--- config.mk ---
export PLATFORM = sky130hd
export DESIGN_NAME = dp2_fetch
export DESIGN_NICKNAME = d
export VERILOG_FILES = /design/src/rtl/dp2_pkg.sv /design/src/rtl/dp2_fetch_ret_stack.sv /design/src/rtl/dp2_fetch.sv
export SDC_FILE = /design/constraint.sdc
export NUM_CORES = 1
export LEC_CHECK = 0
export CORE_ASPECT_RATIO = 0.75
export CORE_MARGIN = 4
export CORE_UTILIZATION = 44
export DETAILED_ROUTE_END_ITERATION = 10
export PLACE_DENSITY_LB_ADDON = 0.2
export SETUP_SLACK_MARGIN = 0.1
export SLEW_MARGIN = 40
export SYNTH_ARGS = -nofsm -noshare
export SYNTH_HDL_FRONTEND = slang
export SYNTH_SLANG_ARGS = --single-unit
--- constraint.sdc ---
create_clock -name clock -period 2.53 [get_ports clock]
set_input_delay 0.506 -clock clock [delete_from_list [all_inputs] [get_ports clock]]
set_output_delay 0.506 -clock clock [all_outputs]
set_load 0.05 [all_outputs]
--- src/rtl/dp2_pkg.sv ---
// Shared constants for the dp2_fetch datapath: FSM state encodings and jump modes.
package dp2_pkg;

  localparam logic [2:0] IDLE   = 3'd0;
  localparam logic [2:0] FETCH  = 3'd1;
  localparam logic [2:0] DECODE = 3'd2;
  localparam logic [2:0] DATA   = 3'd3;
  localparam logic [2:0] HALT   = 3'd4;

  localparam logic [1:0] JMP_ABS  = 2'b00;
  localparam logic [1:0] JMP_REL  = 2'b01;
  localparam logic [1:0] JMP_ZERO = 2'b10;
  localparam logic [1:0] JMP_CALL = 2'b11;

endpackage

--- src/rtl/dp2_fetch_ret_stack.sv ---
// Return-address stack for call/return (DP2_CALL_RET_EN builds only).
// Overflowing pushes and underflowing pops are dropped; the caller flags them.
module dp2_ret_stack #(
  parameter int N     = 5,
  parameter int DEPTH = 4
) (
  input  logic         clock,
  input  logic         reset,
  input  logic         push,
  input  logic         pop,
  input  logic [N-1:0] din,
  output logic [N-1:0] dout,
  output logic         full,
  output logic         empty
);

  localparam int SPW = $clog2(DEPTH + 1);
  localparam int IW  = (DEPTH > 1) ? $clog2(DEPTH) : 1;

  logic [N-1:0]   r_mem [DEPTH];
  logic [SPW-1:0] r_sp;
  logic [IW-1:0]  w_top;
  logic [IW-1:0]  w_wr;

  assign full  = (r_sp == SPW'(DEPTH));
  assign empty = (r_sp == {SPW{1'b0}});
  assign w_top = IW'(r_sp - SPW'(1));
  assign w_wr  = IW'(r_sp);
  assign dout  = empty ? {N{1'b0}} : r_mem[w_top];

  // Stack pointer update
  always_ff @(posedge clock) begin
    if (reset) begin
      r_sp <= {SPW{1'b0}};
    end else if (push && !full) begin
      r_sp <= r_sp + SPW'(1);
    end else if (pop && !empty) begin
      r_sp <= r_sp - SPW'(1);
    end else begin
      r_sp <= r_sp;
    end
  end

  // Entry storage, written on an accepted push
  always_ff @(posedge clock) begin
    if (!reset && push && !full) begin
      r_mem[w_wr] <= din;
    end
  end

endmodule

--- src/rtl/dp2_fetch.sv ---
// Fetch datapath with fetch/decode/data FSM and memory req/ack handshake.
// Define DP2_CALL_RET_EN to add call (jmp_mode 11) / return via a return stack.
module dp2_fetch
  import dp2_pkg::*;
#(
  parameter int N        = 5,
  parameter int M        = 8,
  parameter int RS_DEPTH = 4
) (
  input  logic           clock,
  input  logic           reset,
  output logic           mem_req,
  output logic [N-1:0]   mem_addr,
  input  logic           mem_ack,
  input  logic [M-1:0]   mem_rdata,
  input  logic           jmp_en,
  input  logic [1:0]     jmp_mode,
  input  logic           zero_flag,
  input  logic           ret_en,
  input  logic           data_req,
  input  logic           halt_req,
  output logic [N-1:0]   pc,
  output logic [M-1:0]   ir,
  output logic [M-N-1:0] opcode,
  output logic [N-1:0]   operand,
  output logic           ir_valid,
  output logic [M-1:0]   data_out,
  output logic           data_valid,
  output logic           halted,
  output logic           stack_err
);

  logic [2:0]   r_state;
  logic [N-1:0] r_pc;
  logic [M-1:0] r_ir;
  logic [M-1:0] r_data_out;
  logic         r_data_valid;

  logic [2:0]   w_state_nxt;
  logic [N-1:0] w_pc_nxt;
  logic [N-1:0] w_operand;
  logic [N-1:0] w_jmp_pc;

  assign w_operand  = r_ir[N-1:0];
  assign pc         = r_pc;
  assign ir         = r_ir;
  assign opcode     = r_ir[M-1:N];
  assign operand    = w_operand;
  assign data_out   = r_data_out;
  assign data_valid = r_data_valid;

`ifdef DP2_CALL_RET_EN
  logic         w_push;
  logic         w_pop;
  logic         w_err_set;
  logic         w_rs_full;
  logic         w_rs_empty;
  logic [N-1:0] w_rs_dout;
  logic         r_stack_err;

  dp2_ret_stack #(.N(N), .DEPTH(RS_DEPTH)) u_ret_stack (
    .clock (clock),
    .reset (reset),
    .push  (w_push),
    .pop   (w_pop),
    .din   (r_pc),
    .dout  (w_rs_dout),
    .full  (w_rs_full),
    .empty (w_rs_empty)
  );

  assign stack_err = r_stack_err;

  // Sticky stack error flag
  always_ff @(posedge clock) begin
    if (reset) begin
      r_stack_err <= 1'b0;
    end else if (w_err_set) begin
      r_stack_err <= 1'b1;
    end else begin
      r_stack_err <= r_stack_err;
    end
  end
`else
  logic w_unused;
  assign w_unused  = ret_en ^ (RS_DEPTH > 0);
  assign stack_err = 1'b0;
`endif

  // Jump target; an N-bit operand sign-extended to N bits is itself, so relative is a plain modular add
  always_comb begin
    w_jmp_pc = r_pc;
    case (jmp_mode)
      JMP_ABS:  w_jmp_pc = w_operand;
      JMP_REL:  w_jmp_pc = r_pc + w_operand;
      JMP_ZERO: begin
        if (zero_flag) w_jmp_pc = w_operand;
        else           w_jmp_pc = r_pc;
      end
`ifdef DP2_CALL_RET_EN
      JMP_CALL: w_jmp_pc = w_operand;
`else
      JMP_CALL: w_jmp_pc = r_pc;
`endif
      default:  w_jmp_pc = r_pc;
    endcase
  end

  // Next state and next pc
  always_comb begin
    w_state_nxt = r_state;
    w_pc_nxt    = r_pc;
`ifdef DP2_CALL_RET_EN
    w_push      = 1'b0;
    w_pop       = 1'b0;
    w_err_set   = 1'b0;
`endif
    case (r_state)
      IDLE: w_state_nxt = FETCH;
      FETCH: begin
        if (mem_ack) begin
          w_state_nxt = DECODE;
          w_pc_nxt    = r_pc + {{(N-1){1'b0}}, 1'b1};
        end else begin
          w_state_nxt = FETCH;
        end
      end
      DECODE: begin
        if (halt_req) begin
          w_state_nxt = HALT;
        end else if (data_req) begin
          w_state_nxt = DATA;
        end else begin
          w_state_nxt = FETCH;
`ifdef DP2_CALL_RET_EN
          if (ret_en) begin
            if (w_rs_empty) begin
              w_err_set = 1'b1;
            end else begin
              w_pc_nxt = w_rs_dout;
              w_pop    = 1'b1;
            end
          end else if (jmp_en) begin
            w_pc_nxt = w_jmp_pc;
            if (jmp_mode == JMP_CALL) begin
              if (w_rs_full) w_err_set = 1'b1;
              else           w_push    = 1'b1;
            end else begin
              w_push = 1'b0;
            end
          end else begin
            w_pc_nxt = r_pc;
          end
`else
          if (jmp_en) w_pc_nxt = w_jmp_pc;
          else        w_pc_nxt = r_pc;
`endif
        end
      end
      DATA: begin
        if (mem_ack) w_state_nxt = FETCH;
        else         w_state_nxt = DATA;
      end
      HALT:    w_state_nxt = HALT;
      default: w_state_nxt = IDLE;
    endcase
  end

  // Memory interface and status decoded from state
  always_comb begin
    mem_req  = 1'b0;
    mem_addr = {N{1'b0}};
    ir_valid = 1'b0;
    halted   = 1'b0;
    case (r_state)
      FETCH: begin
        mem_req  = 1'b1;
        mem_addr = r_pc;
      end
      DATA: begin
        mem_req  = 1'b1;
        mem_addr = w_operand;
      end
      DECODE:  ir_valid = 1'b1;
      HALT:    halted   = 1'b1;
      default: mem_req  = 1'b0;
    endcase
  end

  // State, pc, ir and data registers
  always_ff @(posedge clock) begin
    if (reset) begin
      r_state      <= IDLE;
      r_pc         <= {N{1'b0}};
      r_ir         <= {M{1'b0}};
      r_data_out   <= {M{1'b0}};
      r_data_valid <= 1'b0;
    end else begin
      r_state      <= w_state_nxt;
      r_pc         <= w_pc_nxt;
      r_data_valid <= (r_state == DATA) && mem_ack;
      if ((r_state == FETCH) && mem_ack) r_ir <= mem_rdata;
      else                               r_ir <= r_ir;
      if ((r_state == DATA) && mem_ack) r_data_out <= mem_rdata;
      else                              r_data_out <= r_data_out;
    end
  end

endmodule

==> metrics.txt, run 1 <==
# TYPE chip_impl_metric gauge
chip_impl_metric{name="synth_enable_flop_cells",unit=""} 0
chip_impl_metric{name="worstMarginPinSlew",unit="ns"} 0.5074
chip_impl_info{name="final_cell_mix",value="clkdlybuf4s50_1 (46), nand2_1 (37), dfxtp_1 (24)"} 1
chip_impl_metric{name="grt_overflow",unit=""} 0
chip_impl_metric{name="clock_tree.buffer_depth",unit=""} 2
chip_impl_metric{name="core-area",unit="um2"} 3288
chip_impl_metric{name="die_height",unit="um"} 58.74
chip_impl_metric{name="min_period",unit="ns"} 2.143
chip_impl_metric{name="fillers",unit=""} 304
chip_impl_metric{name="port_buffers",unit=""} 54
chip_impl_metric{name="final-setup-viol-count",unit=""} 0
chip_impl_info{name="crit_path_end_kind",value="primary output"} 1
chip_impl_info{name="post_synth_main_area_contributors",value="dfxtp_1 (33%), nand2_1 (9.2%), a21oi_1 (7.6%)"} 1
chip_impl_metric{name="max_freq",unit="MHz"} 466.6
chip_impl_metric{name="timing.slew.headroom",unit=""} 0.6607
chip_impl_metric{name="antenna_found_initial",unit=""} 0
chip_impl_metric{name="drt_first_iter_violations",unit=""} 75
chip_impl_metric{name="r2r_slack",unit="ns"} 0.45
chip_impl_metric{name="post_synth_num_cell_types",unit=""} 53
chip_impl_info{name="whs_endpoint",value="data_out[5]"} 1
chip_impl_metric{name="top_level_ports",unit=""} 57
chip_impl_metric{name="drc",unit=""} 0
chip_impl_info{name="setup.worst_path.class",value="register to primary output"} 1
chip_impl_metric{name="finClkSkew",unit="ns"} 0.004488
chip_impl_info{name="hold_path.class",value="register to register"} 1
chip_impl_metric{name="final_core_util",unit=""} 0.6256
chip_impl_metric{name="grt_pass1_vias",unit=""} 1359
chip_impl_metric{name="initial_utilization",unit=""} 0.4593
chip_impl_metric{name="setup_fix_bufs_post_cts",unit=""} 0
chip_impl_info{name="timing.rr.end",value="pc[4]"} 1
chip_impl_info{name="timing.critical_path.cells",value="nor2b_2, nand2b_2, clkinv_1, buf_12"} 1
chip_impl_metric{name="timing.final.max_slew_violations",unit=""} 0
chip_impl_metric{name="synth.cell_area",unit="um2"} 1510
chip_impl_metric{name="setup_tns",unit="ns"} 0
chip_impl_metric{name="path_max_fanout",unit=""} 15
chip_impl_metric{name="wire_per_inst",unit="um"} 13.93
chip_impl_metric{name="max_cap_check_violation_count",unit=""} 0
chip_impl_metric{name="share_of_post_route_cells_with_drive_strength_above_1",unit=""} 0.1046
chip_impl_metric{name="synth.net_count",unit=""} 216
chip_impl_metric{name="worst_r2r_path_depth",unit=""} 8
chip_impl_info{name="most_common_cell_after_layout_fill_and_taps_aside",value="clkdlybuf4s50_1"} 1
chip_impl_metric{name="ys_seq_elements",unit=""} 25
chip_impl_metric{name="grt_start_max_net_pins",unit=""} 18
chip_impl_metric{name="total_clock_buffers_created_by_cts",unit=""} 3
chip_impl_metric{name="globalplace.congestion",unit=""} 0.8046
chip_impl_info{name="grt_setup_unrepaired",value="no"} 1
chip_impl_metric{name="synth_cells",unit=""} 192
chip_impl_metric{name="grt_pass1_wl",unit="mm"} 6.486
chip_impl_metric{name="synth-warning-count",unit=""} 0
chip_impl_metric{name="hold-path-cell-count",unit=""} 2
chip_impl_metric{name="synth_largest_type_area_fraction",unit=""} 0.3314
chip_impl_metric{name="holdBufCountCts",unit=""} 0
chip_impl_metric{name="vdd_drop_max",unit="uV"} 417.1
chip_impl_metric{name="final_antenna_net_count",unit=""} 0
chip_impl_metric{name="grt.total_usage",unit=""} 0.1851
chip_impl_metric{name="drt-vias-per-instance",unit=""} 5.337
chip_impl_metric{name="cts-htree-levels",unit=""} 1
chip_impl_metric{name="post_cts_resize_count",unit=""} 0
chip_impl_metric{name="synthToLayoutAreaGrowth",unit="%"} 36.21
chip_impl_metric{name="detailedPlacementHpwl",unit="mm"} 2.959
chip_impl_metric{name="clk-insertion-delay-late",unit="ns"} 0.26
chip_impl_metric{name="via_count",unit=""} 1489
chip_impl_metric{name="clk_transition_reported_paths",unit="ns"} 0.09
chip_impl_metric{name="required",unit="ns"} 2.02
chip_impl_metric{name="die_width",unit="um"} 75.65
chip_impl_metric{name="critPathMaxStageDelay",unit="ns"} 0.54
chip_impl_info{name="worstReg2RegStart",value="pc[0]"} 1
chip_impl_info{name="ys.flop_type",value="dfxtp_1"} 1
chip_impl_info{name="synth_top_area_cell",value="dfxtp_1"} 1
chip_impl_metric{name="total_leakage_power",unit="nW"} 0.7398
chip_impl_metric{name="dieArea",unit="um2"} 4443
chip_impl_metric{name="powerDensity",unit="nW/um2"} 460.2
chip_impl_metric{name="first_pass_iters",unit=""} 4
chip_impl_info{name="min-delay-start",value="data_out[5]"} 1
chip_impl_metric{name="synth_sequential_area_ratio",unit=""} 0.3314
chip_impl_info{name="outcome",value="finished clean"} 1
chip_impl_metric{name="finalCritPeriodShare",unit=""} 0.8471
chip_impl_metric{name="avgSynthCellArea",unit="um2"} 7.866
chip_impl_metric{name="n_antenna_cell",unit=""} 0
chip_impl_metric{name="drt-total-wl",unit="mm"} 3.887
chip_impl_metric{name="nNetsFinal",unit=""} 264
chip_impl_info{name="timing.critical_path.from_type",value="register"} 1
chip_impl_metric{name="critical_path_arrival",unit="ns"} 1.64
chip_impl_metric{name="placementRows",unit=""} 18
chip_impl_info{name="crit_slowest_cell",value="dfxtp_2"} 1
chip_impl_info{name="master_cell_of_the_clock_root_buffer",value="clkbuf_8"} 1
chip_impl_metric{name="finalPower",unit="W"} 0.0009466
chip_impl_metric{name="clock_sink_count",unit=""} 25
chip_impl_info{name="tritoncts",value="built"} 1
chip_impl_metric{name="final.hold.worst_slack",unit="ns"} 0.4589
chip_impl_metric{name="hold_violations",unit=""} 0
chip_impl_metric{name="synth_async_sr_flop_share",unit=""} 0
-- worst max-delay path: cells and delay by family, from the launching register on --
kind | cells | cell delay (ns)
DFF | 1 | 0.54
and+or+nand+nor | 2 | 0.45
buffers and inverters | 2 | 0.39
-- state kept, by name, indices dropped and copies added, names as in the netlist --
register    flops
data_valid      1
r_state         3
pc              5
data_out        8
ir              8
-- Yosys cell counts (2+ instances only) --
master	instances
nand2_1	37
dfxtp_1	25
a21oi_1	23
nor2_1	14
buf_4	9
mux2i_1	7
nor3_1	6
ha_1	5
inv_1	5
nand2b_1	4
o21ai_0	4
nand3_1	3
nor3b_1	3
a31oi_1	2
and2_1	2
clkbuf_1	2
nor2b_1	2
o211ai_1	2
or3_1	2
or4_1	2
-- cell type report --
class / count / area (um2) / share of cell area
clock buffers: 3 / 41.29 / 0.02007
clock inverters: 1 / 5.005 / 0.002433
inverters: 7 / 26.28 / 0.01277
multi-input cells: 145 / 869.6 / 0.4227
flip-flops and latches: 25 / 501.7 / 0.2439
well taps: 40 / 50.05 / 0.02433
repair buffers: 58 / 563.0 / 0.2737
-- worst max path at each step --
stage                     startpoint  endpoint  slack (ns)  cells past startpoint
after CTS                 r_state[1]  ir_valid        0.18                      4
after floorplan           r_state[1]    halted        0.20                      2
final                     r_state[1]  ir_valid        0.39                      4
after global routing      r_state[1]  ir_valid        0.27                      4
after global placement      halt_req     pc[0]        0.18                      6
after detailed placement    halt_req     pc[0]        0.16                      6
-- layer usage --
metal  GRT usage  vias to the layer above  routed length, um
met1      0.2814                      690               1940
li1            -                      755                  -
met5           0                        -                  0
met2      0.2657                       42               1644
met4     0.02244                        0                  9
met3     0.05290                        2                294
-- kinds of logic after synthesis --
| family | after synthesis | share of synthesized area |
|---|---|---|
| fa+ha+maj | 6 | 0.05468 |
| mux | 7 | 0.04640 |
| xor+xnor | 1 | 0.005801 |
| buf+inv | 22 | 0.09278 |
| flops | 25 | 0.3314 |
| compound gates | 43 | 0.1765 |
| simple gates | 87 | 0.2900 |
| other cells | 1 | 0.002483 |
-- per-stage QoR --
step                cell area [um2]  worst slack [ns]  std cells
global placement               2009            0.1828        275
finish                         2057            0.3868        279
CTS                            2056            0.1784        279
global route                   2057            0.2660        279
detailed placement             2009            0.1590        275
floorplan                      1510            0.2034        192
-- power breakdown --
group / leakage [nW] / switching, W / internal, W
registers: 0.204 / 0.0000263 / 0.000409
clock network: 0.0255 / 0.000122 / 0.000110
logic: 0.511 / 0.000172 / 0.000107
total: 0.740 / 0.000321 / 0.000626
Power figures use the tool's default switching activity.
==> run 2: changes to the inputs <==
clock period = 2.24 ns   (was 2.53 ns; I/O delays follow)
==> metrics.txt, run 2 (synthesized netlist as in run 1, its figures left out) <==
# TYPE chip_impl_metric gauge
chip_impl_info{name="outcome",value="finished clean"} 1
chip_impl_metric{name="drt-total-wl",unit="mm"} 4.005
chip_impl_info{name="grt_setup_unrepaired",value="no"} 1
chip_impl_metric{name="setup_fix_bufs_post_cts",unit=""} 0
chip_impl_metric{name="power.share.switching",unit=""} 0.3378
chip_impl_metric{name="drc",unit=""} 0
chip_impl_info{name="min-delay-start",value="data_out[3]"} 1
chip_impl_info{name="crit_path_end_kind",value="primary output"} 1
chip_impl_metric{name="power.share.sequential",unit=""} 0.452
chip_impl_metric{name="clk-insertion-delay-late",unit="ns"} 0.27
chip_impl_info{name="hold_path.class",value="register to register"} 1
chip_impl_metric{name="cts-htree-levels",unit=""} 1
chip_impl_info{name="setup.worst_path.class",value="register to primary output"} 1
chip_impl_metric{name="ff_latch_area",unit="um2"} 503.0
chip_impl_metric{name="finClkSkew",unit="ns"} 0.003632
chip_impl_metric{name="path_max_fanout",unit=""} 7
chip_impl_metric{name="hold-path-cell-count",unit=""} 2
chip_impl_metric{name="vdd_drop_max",unit="uV"} 410.7
chip_impl_info{name="whs_endpoint",value="data_out[3]"} 1
chip_impl_metric{name="multi_input_combinational_cell_area",unit="um2"} 874.6
chip_impl_metric{name="grt.total_usage",unit=""} 0.1922
chip_impl_metric{name="clock_sink_count",unit=""} 25
chip_impl_metric{name="placementRows",unit=""} 18
chip_impl_info{name="timing.critical_path.max_delay_family",value="buffers and inverters"} 1
chip_impl_metric{name="worst_r2r_path_depth",unit=""} 8
chip_impl_metric{name="synthToLayoutAreaGrowth",unit="%"} 41.92
chip_impl_metric{name="dieArea",unit="um2"} 4443
chip_impl_metric{name="p_int",unit="W"} 0.0007201
chip_impl_info{name="worstReg2RegStart",value="pc[0]"} 1
chip_impl_metric{name="clock_power_share",unit=""} 0.243
chip_impl_info{name="tritoncts",value="built"} 1
chip_impl_metric{name="final_core_util",unit=""} 0.6518
chip_impl_info{name="crit_slowest_cell",value="clkdlybuf4s50_1"} 1
chip_impl_metric{name="combPwrFrac",unit=""} 0.305
chip_impl_metric{name="min_period",unit="ns"} 2.036
chip_impl_metric{name="nNetsFinal",unit=""} 266
chip_impl_metric{name="grt_start_max_net_pins",unit=""} 18
chip_impl_metric{name="holdBufCountCts",unit=""} 0
chip_impl_metric{name="finalNonFillerCells",unit=""} 281
chip_impl_metric{name="max_freq",unit="MHz"} 491.2
chip_impl_metric{name="port_buffers",unit=""} 54
chip_impl_metric{name="share_of_post_route_cells_with_drive_strength_above_1",unit=""} 0.1203
chip_impl_metric{name="post_cts_resize_count",unit=""} 0
chip_impl_metric{name="dp_cells",unit=""} 277
chip_impl_metric{name="hold_violations",unit=""} 0
chip_impl_metric{name="globalRouteMet1Util",unit=""} 0.2998
chip_impl_info{name="timing.critical_path.from_type",value="register"} 1
chip_impl_metric{name="grt_pass1_wl",unit="mm"} 6.672
chip_impl_metric{name="initial_utilization",unit=""} 0.4593
chip_impl_metric{name="top_level_ports",unit=""} 57
chip_impl_metric{name="power.switching",unit="W"} 0.0003673
chip_impl_metric{name="die_width",unit="um"} 75.65
chip_impl_metric{name="core-area",unit="um2"} 3288
chip_impl_metric{name="total_leakage_power",unit="nW"} 0.7609
chip_impl_metric{name="max_cap_check_violation_count",unit=""} 0
chip_impl_metric{name="finalCritPeriodShare",unit=""} 0.9089
chip_impl_info{name="timing.critical_path.cells",value="clkdlybuf4s50_1"} 1
chip_impl_metric{name="global_route.usage.met2",unit=""} 0.2620
chip_impl_info{name="most_common_cell_after_layout_fill_and_taps_aside",value="clkdlybuf4s50_1"} 1
chip_impl_metric{name="n_antenna_cell",unit=""} 0
chip_impl_metric{name="drt_first_iter_violations",unit=""} 61
chip_impl_metric{name="final.hold.worst_slack",unit="ns"} 0.4598
chip_impl_metric{name="worstMarginPinSlew",unit="ns"} 0.5112
chip_impl_metric{name="buf_inv_stages_crit_path",unit=""} 1
chip_impl_metric{name="grt_util_met3",unit=""} 0.05973
chip_impl_metric{name="drt-vias-per-instance",unit=""} 5.434
chip_impl_metric{name="final-setup-viol-count",unit=""} 0
chip_impl_metric{name="final_antenna_net_count",unit=""} 0
chip_impl_metric{name="timing.slew.headroom",unit=""} 0.6581
chip_impl_metric{name="total_clock_buffers_created_by_cts",unit=""} 3
chip_impl_metric{name="grt_overflow",unit=""} 0
chip_impl_metric{name="clk_transition_reported_paths",unit="ns"} 0.08
chip_impl_info{name="timing.rr.end",value="pc[4]"} 1
chip_impl_metric{name="die_height",unit="um"} 58.74
chip_impl_metric{name="powerDensity",unit="nW/um2"} 507.3
chip_impl_metric{name="timing.final.max_slew_violations",unit=""} 0
chip_impl_info{name="final_cell_mix",value="clkdlybuf4s50_1 (46), nand2_1 (37), a21oi_1 (23), dfxtp_1 (23), nor2_1 (14)"} 1
chip_impl_metric{name="required",unit="ns"} 1.79
chip_impl_metric{name="critPathMaxStageDelay",unit="ns"} 0.86
chip_impl_metric{name="globalplace.congestion",unit=""} 0.7719
chip_impl_metric{name="fillers",unit=""} 294
chip_impl_metric{name="r2r_slack",unit="ns"} 0.25
chip_impl_metric{name="critical_path_arrival",unit="ns"} 1.59
chip_impl_metric{name="via_count",unit=""} 1527
chip_impl_metric{name="first_pass_iters",unit=""} 4
chip_impl_metric{name="antenna_found_initial",unit=""} 0
chip_impl_metric{name="clock_tree.buffer_depth",unit=""} 2
chip_impl_metric{name="wire_per_inst",unit="um"} 14.25
chip_impl_info{name="master_cell_of_the_clock_root_buffer",value="clkbuf_8"} 1
chip_impl_metric{name="grt_pass1_vias",unit=""} 1373
chip_impl_metric{name="detailedPlacementHpwl",unit="mm"} 3.043
chip_impl_info{name="grt-busiest-layer",value="met1"} 1
## run 2: area by class of cell
type / count / area share
well taps: 40 / 0.02335
clock buffers: 4 / 0.02102
multi-input cells: 145 / 0.4081
repair buffers: 60 / 0.2989
flip-flops and latches: 25 / 0.2347
inverters: 7 / 0.01401
## run 2: how the worst max path moves through the flow
| stage | start | endpoint | cells after the start |
|---|---|---|---|
| 2_1_floorplan | pc[1] | pc[4] | 7 |
| 3_3_place_gp | halt_req | pc[0] | 6 |
| 3_5_place_dp | halt_req | pc[0] | 6 |
| 4_1_cts | r_state[0] | ir_valid | 4 |
| 5_1_grt | pc[1] | pc[1] | 1 |
| 6_report | ir[4] | ir[4] | 1 |
## run 2: layer usage
layer	routed length, um	vias to the layer above
met3	314	4
met1	2035	709
li1	-	760
met4	18	0
met2	1637	54
met5	0	-
## run 2: power groups by stage
stage          Combinational (W)  Clock, W  Sequential [W]
2_1_floorplan           0.000173         0        0.000541
3_3_place_gp            0.000326         0        0.000501
3_5_place_dp            0.000329         0        0.000501
4_1_cts                 0.000331  0.000270        0.000491
5_1_grt                 0.000356  0.000290        0.000495
6_report                0.000332  0.000264        0.000491
## run 2: metrics by stage
| step | setup TNS, ns | total power, W | instance area, um2 | setup WS [ns] |
|---|---|---|---|---|
| 2_1_floorplan | 0 | 0.0007146 | 1518 | 0.1619 |
| 3_3_place_gp | 0 | 0.0008264 | 2095 | 0.005600 |
| 3_5_place_dp | -0.002408 | 0.0008297 | 2095 | -0.002408 |
| 4_1_cts | 0 | 0.001091 | 2140 | 0.1661 |
| 5_1_grt | 0 | 0.001141 | 2143 | 0.1277 |
| 6_report | 0 | 0.001087 | 2143 | 0.2041 |
